### src/rtl/uart_rx_ack.sv
// uart_rx_ack: 8N1 serial receiver with a one-entry byte buffer and a per-byte acknowledge pulse.
// Optional even-parity bit is compiled in with `define UART_RX_PARITY_EN.
module uart_rx_ack #(
    parameter int N            = 8,
    parameter int CLKS_PER_BIT = 434,
    parameter int ACK_CYCLES   = 16
) (
    input  logic         clk,
    input  logic         reset,
    input  logic         rx_in,
    input  logic         data_ready,
    input  logic         overrun_clr,
    output logic [N-1:0] data_out,
    output logic         data_valid,
    output logic         ack,
    output logic         frame_err,
    output logic         overrun,
    output logic         busy,
    output logic [2:0]   state_rx
);

    typedef enum logic [2:0] {
        IDLE      = 3'd0,
        START     = 3'd1,
        DATA      = 3'd2,
        PARITY    = 3'd3,
        STOP      = 3'd4,
        ACK       = 3'd5,
        WAIT_IDLE = 3'd6
    } state_t;

    localparam int CW = $clog2(CLKS_PER_BIT);
    localparam int BW = (N > 1) ? $clog2(N) : 1;
    localparam int AW = (ACK_CYCLES > 1) ? $clog2(ACK_CYCLES) : 1;
    localparam logic [CW-1:0] FULL     = CW'(CLKS_PER_BIT - 1);
    localparam logic [CW-1:0] HALF     = CW'(CLKS_PER_BIT / 2 - 1);
    localparam logic [BW-1:0] LAST_BIT = BW'(N - 1);
    localparam logic [AW-1:0] ACK_LAST = AW'(ACK_CYCLES - 1);

    state_t          state_q, state_d;
    logic [1:0]      sync_q, sync_d;
    logic [CW-1:0]   cnt_q, cnt_d;
    logic [BW-1:0]   bit_q, bit_d;
    logic [AW-1:0]   ack_cnt_q, ack_cnt_d;
    logic [N-1:0]    shift_q, shift_d;
    logic [N-1:0]    data_q, data_d;
    logic            valid_q, valid_d;
    logic            ack_q, ack_d;
    logic            ferr_q, ferr_d;
    logic            ovr_q, ovr_d;
    logic            rxs, free, load, set_ovr, bad;

    assign rxs  = sync_q[1];
    assign free = !valid_q || data_ready;

`ifdef UART_RX_PARITY_EN
    logic perr_q, perr_d;
    assign bad = perr_q;

    // parity error flag, latched at the parity sample and cleared at the next frame
    always_ff @(posedge clk or posedge reset) begin
        if (reset) perr_q <= 1'b0;
        else       perr_q <= perr_d;
    end
`else
    assign bad = 1'b0;
`endif

    // two-flop synchroniser on the raw serial line
    always_comb begin
        sync_d = {sync_q[0], rx_in};
    end

    // frame sequencing, bit sampling, buffer load and overrun decisions
    always_comb begin
        state_d   = state_q;
        cnt_d     = '0;
        bit_d     = bit_q;
        shift_d   = shift_q;
        ack_cnt_d = '0;
        ferr_d    = 1'b0;
        load      = 1'b0;
        set_ovr   = 1'b0;
`ifdef UART_RX_PARITY_EN
        perr_d    = perr_q;
`endif
        case (state_q)
            IDLE: begin
`ifdef UART_RX_PARITY_EN
                perr_d = 1'b0;
`endif
                if (!rxs) state_d = START;
            end
            START: begin
                cnt_d = (cnt_q == HALF) ? '0 : cnt_q + 1'b1;
                bit_d = '0;
                if (cnt_q == HALF) state_d = rxs ? IDLE : DATA;
            end
            DATA: begin
                cnt_d = (cnt_q == FULL) ? '0 : cnt_q + 1'b1;
                if (cnt_q == FULL) begin
                    shift_d[bit_q] = rxs;
                    bit_d          = bit_q + 1'b1;
`ifdef UART_RX_PARITY_EN
                    if (bit_q == LAST_BIT) state_d = PARITY;
`else
                    if (bit_q == LAST_BIT) state_d = STOP;
`endif
                end
            end
`ifdef UART_RX_PARITY_EN
            PARITY: begin
                cnt_d = (cnt_q == FULL) ? '0 : cnt_q + 1'b1;
                if (cnt_q == FULL) begin
                    perr_d  = (^shift_q) ^ rxs;
                    state_d = STOP;
                end
            end
`else
            PARITY: state_d = IDLE;
`endif
            STOP: begin
                cnt_d = (cnt_q == FULL) ? '0 : cnt_q + 1'b1;
                if (cnt_q == FULL) begin
                    if (!rxs || bad) begin
                        ferr_d  = 1'b1;
                        state_d = rxs ? IDLE : WAIT_IDLE;
                    end else if (free) begin
                        load    = 1'b1;
                        state_d = ACK;
                    end else begin
                        set_ovr = 1'b1;
                        state_d = IDLE;
                    end
                end
            end
            ACK: begin
                ack_cnt_d = ack_cnt_q + 1'b1;
                if (ack_cnt_q == ACK_LAST) state_d = IDLE;
            end
            WAIT_IDLE: if (rxs) state_d = IDLE;
            default: state_d = IDLE;
        endcase
        data_d  = load ? shift_q : data_q;
        valid_d = load || (valid_q && !data_ready);
        ovr_d   = set_ovr || (ovr_q && !overrun_clr);
        ack_d   = (state_d == ACK);
    end

    // state and datapath registers
    always_ff @(posedge clk or posedge reset) begin
        if (reset) begin
            state_q   <= IDLE;
            sync_q    <= 2'b11;
            cnt_q     <= '0;
            bit_q     <= '0;
            ack_cnt_q <= '0;
            shift_q   <= '0;
            data_q    <= '0;
            valid_q   <= 1'b0;
            ack_q     <= 1'b0;
            ferr_q    <= 1'b0;
            ovr_q     <= 1'b0;
        end else begin
            state_q   <= state_d;
            sync_q    <= sync_d;
            cnt_q     <= cnt_d;
            bit_q     <= bit_d;
            ack_cnt_q <= ack_cnt_d;
            shift_q   <= shift_d;
            data_q    <= data_d;
            valid_q   <= valid_d;
            ack_q     <= ack_d;
            ferr_q    <= ferr_d;
            ovr_q     <= ovr_d;
        end
    end

    assign data_out   = data_q;
    assign data_valid = valid_q;
    assign ack        = ack_q;
    assign frame_err  = ferr_q;
    assign overrun    = ovr_q;
    assign busy       = (state_q != IDLE);
    assign state_rx   = state_q;

endmodule

### config.mk
export PLATFORM = sky130hd
export DESIGN_NAME = uart_rx_ack
export DESIGN_NICKNAME = d
export VERILOG_FILES = /design/src/rtl/uart_rx_ack.sv
export SDC_FILE = /design/constraint.sdc
export NUM_CORES = 1
export LEC_CHECK = 0
export CAP_MARGIN = 20
export CORE_MARGIN = 5
export CORE_UTILIZATION = 55
export CTS_CLUSTER_SIZE = 30
export DETAILED_ROUTE_END_ITERATION = 8
export GPL_ROUTABILITY_DRIVEN = 0
export GPL_TIMING_DRIVEN = 0
export PLACE_DENSITY = 0.88
export SYNTH_ARGS = -nofsm -noshare
export SYNTH_HDL_FRONTEND = slang
export SYNTH_SLANG_ARGS = --single-unit
### constraint.sdc
create_clock -name clk -period 2.2 [get_ports clk]
set_input_delay 0.44 -clock clk [delete_from_list [all_inputs] [get_ports clk]]
set_output_delay 0.44 -clock clk [all_outputs]
set_load 0.02 [all_outputs]
* After elaboration in Yosys (flattened, before gate mapping)
Index checks and enable logic that the tools add are counted.
** Cells by class
- Add/subtract/negate cells :: 3
- Multiply operators :: 0
- Divide/modulo/power cells :: 0
- $lt $le $gt $ge :: 2
- Equality and inequality tests :: 11
- Shifts and indexed selects :: 0
- Mux-type cells :: 31
- Bitwise operators :: 0
- Reduce and logical (&&, ||, !) cells :: 15
** Operator list (count)
- 2-to-1 mux 3 bit :: 10
- 2-to-1 mux 9 bit :: 2
- case mux 3 bit (6 select lines) :: 1
- case mux 9 bit (2 select lines) :: 1
- equality test 3 bit, second input constant :: 5
- 2-to-1 mux 1 bit :: 12
- adder 9 x 1 -> 9 bit, second input constant :: 1
- equality test 9 x 8 -> 1 bit, second input constant :: 1
- equality test 9 bit, second input constant :: 1
- bitwise mux 8 bit :: 1
- case mux 3 bit (2 select lines) :: 1
- adder 4 x 1 -> 4 bit, second input constant :: 1
- equality test 4 bit, second input constant :: 1
- < comparator 3 x 4 -> 1 bit, second input constant :: 1
- 2-to-1 mux 4 bit :: 1
- AND reduction 2 bit :: 2
- adder 3 x 1 -> 3 bit, second input constant :: 1
- demux 1 bit (select 3 bit) :: 1
- equality test 3 x 1 -> 1 bit, second input constant :: 1
- equality test 3 x 2 -> 1 bit, second input constant :: 1
- >= comparator 3 x 1 -> 1 bit, second input constant :: 1
- logical AND 1 bit :: 3
- zero test 1 bit :: 3
- zero test 3 bit :: 1
- 6 further kinds :: 8
** Storage, ports and cells
- Register bits after elaboration :: 41
- Bits in latches :: 0
- Bits in writable memories :: 0
- Bits in read-only memories :: 0
- Output and inout bits :: 16
- Memories kept :: 0

* Logic depth before layout (Yosys ltp)
- Depth after elaboration :: 7
- Gate-level depth with buffers :: 8
- Mapped depth without buffers :: 6

* Least setup slack after synthesis
Ideal clock, no wire load.
- Path kind :: reg2reg
- From :: register state_q[2] (netlist: state_rx[2])
- To :: register shift_q[6]
- Data arrival time :: 1838 ps
- Slack :: 235 ps
- Stages on the path, launching flop included :: 7
- Path buffers :: 2
- Clock period less this slack :: 1965 ps
- Cells stage by stage :: dfrtp_1 -> buf_2 -> or3b_1 -> nand3b_4 -> buf_2 -> nor3_2 -> mux2_1
** On the way
- Word-level cells in the longest chain between the ends :: 2
** Ends and longest elaborated chain
- from (decl) :: line 40 : state_t state_q, state_d;
- from (signal assigned) :: line 165 : state_q <= state_d;
- equality test 3 x 2 -> 1 bit :: line 87 : case (state_q)
- AND reduction 2 bit (no line)
- to (signal assigned) :: line 170 : shift_q <= shift_d;
- to (decl) :: line 45 : logic [N-1:0] shift_q, shift_d;
Every way passes these cells.
A chain may end at the register's enable or synchronous reset.

* Worst setup path in the final report
- From :: register state_q[2] (netlist: state_rx[2])
- To :: register shift_q[3]
The elaborated chain is that of the path after synthesis.

==> results.tsv <==
metric	value	unit
status	completed	
CTS sink cnt	41	
Pins Over Slew Limit	0	
setup bufs post-CTS	0	
Tmin final	2.023	ns
Critical Path Sink Type	flip-flop	
initial antenna violation count	0	
synthesized instance count	166	
via/cell ratio	5.450	
die width	69.46	µm
period utilization	91.93	%
gr ovfl total	0	
Max rail drop VDD	488.6	µV
Post-Syn Area per Cell	11.71	µm²
DIE HEIGHT	69.46	µm
post-synthesis register bit count	41	
Skew-Pair Late Insertion Delay	0.34	ns
IO buf count	20	
clk_skew	0.005331	ns
maxcap violations	0	
Hold Path Class	reg -> reg	
Synth top area share	50.19	%
Initial DRC Count	58	
Pre-antenna DRT Iters	4	
post-synth top area cell	dfrtp_1	
final setup violation count	0	
core box area	3390	µm²
largest net degree at the start of global routing	42	
first-pass GRT wire length	5940	µm
Comb pwr share	12.1	%
Critical Path RT	2.44	ns
CP Launch Type	flip-flop	
Fillers	240	
die area	4824	µm²
sequential fraction of the synthesis area	52.90	%
DRT antenna net count	0	
H-tree Lvls	2	
CTS root buf	clkbuf_4	
part of the power in registers	60.0	%
dpl hpwl	2522	µm
P per Cell Area	628.2	nW/µm²
antenna diode count	0	
setup_tns	0	ns
Final Hold Viols	0	
Slew headroom	46.48	%
post-synthesis cell type count	41	
Sw Ratio	27.46	%
worst slew pin tran	0.8016	ns
via count	1308	
Max Fclk	0.4944	GHz
DRC	0	
dpl cells	232	
CTS Buf Count	5	
crit-path max FO	10	
arrival time worst endpoint	2.26	ns
GR Util All Layers	15.35	%
clock buffer depth	2	
Net Switching	391.3	µW
overall routed net length	3458	µm
Boundary Pins	21	
synth top area cells	dfrtp_1 (50%), mux2_2 (6.9%), ha_1 (3.9%), nor2_1 (3.5%), xnor2_1 (3.2%)	
initial core utilization	57.36	%
Net Count, Synth	177	
LEAKAGE	0.001047	µW
Setup Crit Path Kind	reg -> reg	
Synthesis Warnings	0	
Final nets	204	
Worst-path clk slew	0.12	ns
Int Power	1034	µW
CTS tree	done	
synthesized area	1944	µm²
share of cells above drive strength 1	21.65	%
routed wire length per instance	14.41	µm
clock network power share	27.8	%
unrepaired setup endpoints after global routing	false	
row cnt	21	
number of flops mapped to enable cells by yosys	0	
prevailing post-synth register cell	dfrtp_1	
number of global-route vias before repair	1338	
ys async rst share	100.0	%
area grow syn2layout	16.67	%
Cell Count, Final, Fillers Out	240	
-- worst paths after layout --
path	startpoint	slack [ns]	cells past startpoint	end
max in group asynchronous	reset	1.14	2	state_rx[0]$_DFF_PP0_
min in group asynchronous	reset	0.56	2	shift_q[7]$_DFFE_PP0P_
worst max-delay path	state_rx[2]$_DFF_PP0_	0.18	6	shift_q[3]$_DFFE_PP0P_
worst min-delay path	sync_q[0]$_DFF_PP1_	0.37	0	sync_q[1]$_DFF_PP1_
worst min register to register	sync_q[0]$_DFF_PP1_	0.37	0	sync_q[1]$_DFF_PP1_
worst max register to register	state_rx[2]$_DFF_PP0_	0.18	6	shift_q[3]$_DFFE_PP0P_
-- synthesized netlist by cell type (3+ instances only) --
master / instances
nand3_1: 9
buf_1: 3
o21ai_0: 4
buf_2: 6
mux2_2: 12
ha_1: 6
dfrtp_1: 39
mux2_1: 4
nor2_1: 18
xnor2_1: 7
inv_1: 10
xor2_1: 3
nor4b_2: 3
nand2_1: 9
-- through the flow --
step	power, µW	util, %	setup slack [ns]	hold slack [ns]	area (µm²)
5_1_grt	1492	66.93	0.09177	0.3949	2268
6_report	1425	66.93	0.1774	0.3719	2268
3_5_place_dp	1042	64.97	0.1924	0.3506	2202
4_1_cts	1433	66.93	0.1713	0.3790	2268
2_1_floorplan	983.1	-	0.2345	0.3452	1944
3_3_place_gp	1025	64.97	0.09224	0.3468	2202
-- worst max-delay path, stage by stage, from the launching register on --
cell      delay (ns)
dfrtp_1         0.39
buf_2           0.17
or3b_1          0.41
nand3b_4        0.21
buf_2           0.21
nor3_2          0.19
mux2_1          0.34
-- layout make-up --
cell class | instances | area [µm²] | share of cell area (%)
inverter | 10 | 37.54 | 1.655
clock inverter | 2 | 13.76 | 0.6067
multi-input combinational | 105 | 835.8 | 36.84
buffer | 10 | 45.04 | 1.986
timing repair buffer | 20 | 198.9 | 8.770
tap | 46 | 57.56 | 2.537
clock buffer | 6 | 51.30 | 2.261
sequential | 41 | 1028 | 45.34
-- power groups by stage --
stage                     sequential (µW)  combinational [µW]  clock (µW)
final                                 856                 173         396
after CTS                             855                 174         404
after global placement                864                 160           0
after floorplan                       857                 126           0
after global routing                  864                 193         435
after detailed placement              867                 176           0
-- layout by cell type, fill, tap and decap left out, drive strengths merged, types with 4 or more instances in the layout --
cell,count
nand2,9
nor3,4
nor2,18
xnor2,7
ha,6
o21ai,4
nand3,9
clkdlybuf4s50,19
mux2,16
buf,9
dfrtp,39
clkbuf,7
inv,10
-- metal layers --
| metal | global-route usage [%] | part of all wire [%] | vias to the layer above |
|---|---|---|---|
| met5 | 0 | 0 | - |
| met4 | 6.074 | 1.4 | 0 |
| met3 | 3.913 | 3.4 | 7 |
| met2 | 25.21 | 50 | 26 |
| met1 | 19.34 | 45 | 650 |
| li1 | - | - | 625 |
-- state kept, by name, summed over array words and instances (netlist names) --
| name | cells |
|---|---|
| sync_q | 2 |
| frame_err | 1 |
| cnt_q | 9 |
| shift_q | 8 |
| data_out | 8 |
| bit_q | 3 |
| ack | 1 |
| data_valid | 1 |
| overrun | 1 |
| state_rx | 3 |
| ack_cnt_q | 4 |
-- kinds of logic after synthesis --
kind of cell	count (synthesis)	synth area share, %
adder cells (fa/ha/maj)	6	3.861
XOR/XNOR	10	4.505
buffers and inverters	20	4.247
AND/OR/NAND/NOR	59	19.11
flip-flops	41	52.90
AO/OA/AOI/OAI	14	6.114
multiplexers	16	9.266
-- what timing repair did --
| item | 4_1_cts | 5_1_grt |
|---|---|---|
| endpoints found under the hold margin | 0 | 0 |
| endpoints found under the setup margin | 1 | 0 |
| hold buffers | 0 | 0 |
| gates resized for setup | 2 | 0 |
Note: power is estimated with default switching activity, not from simulation.
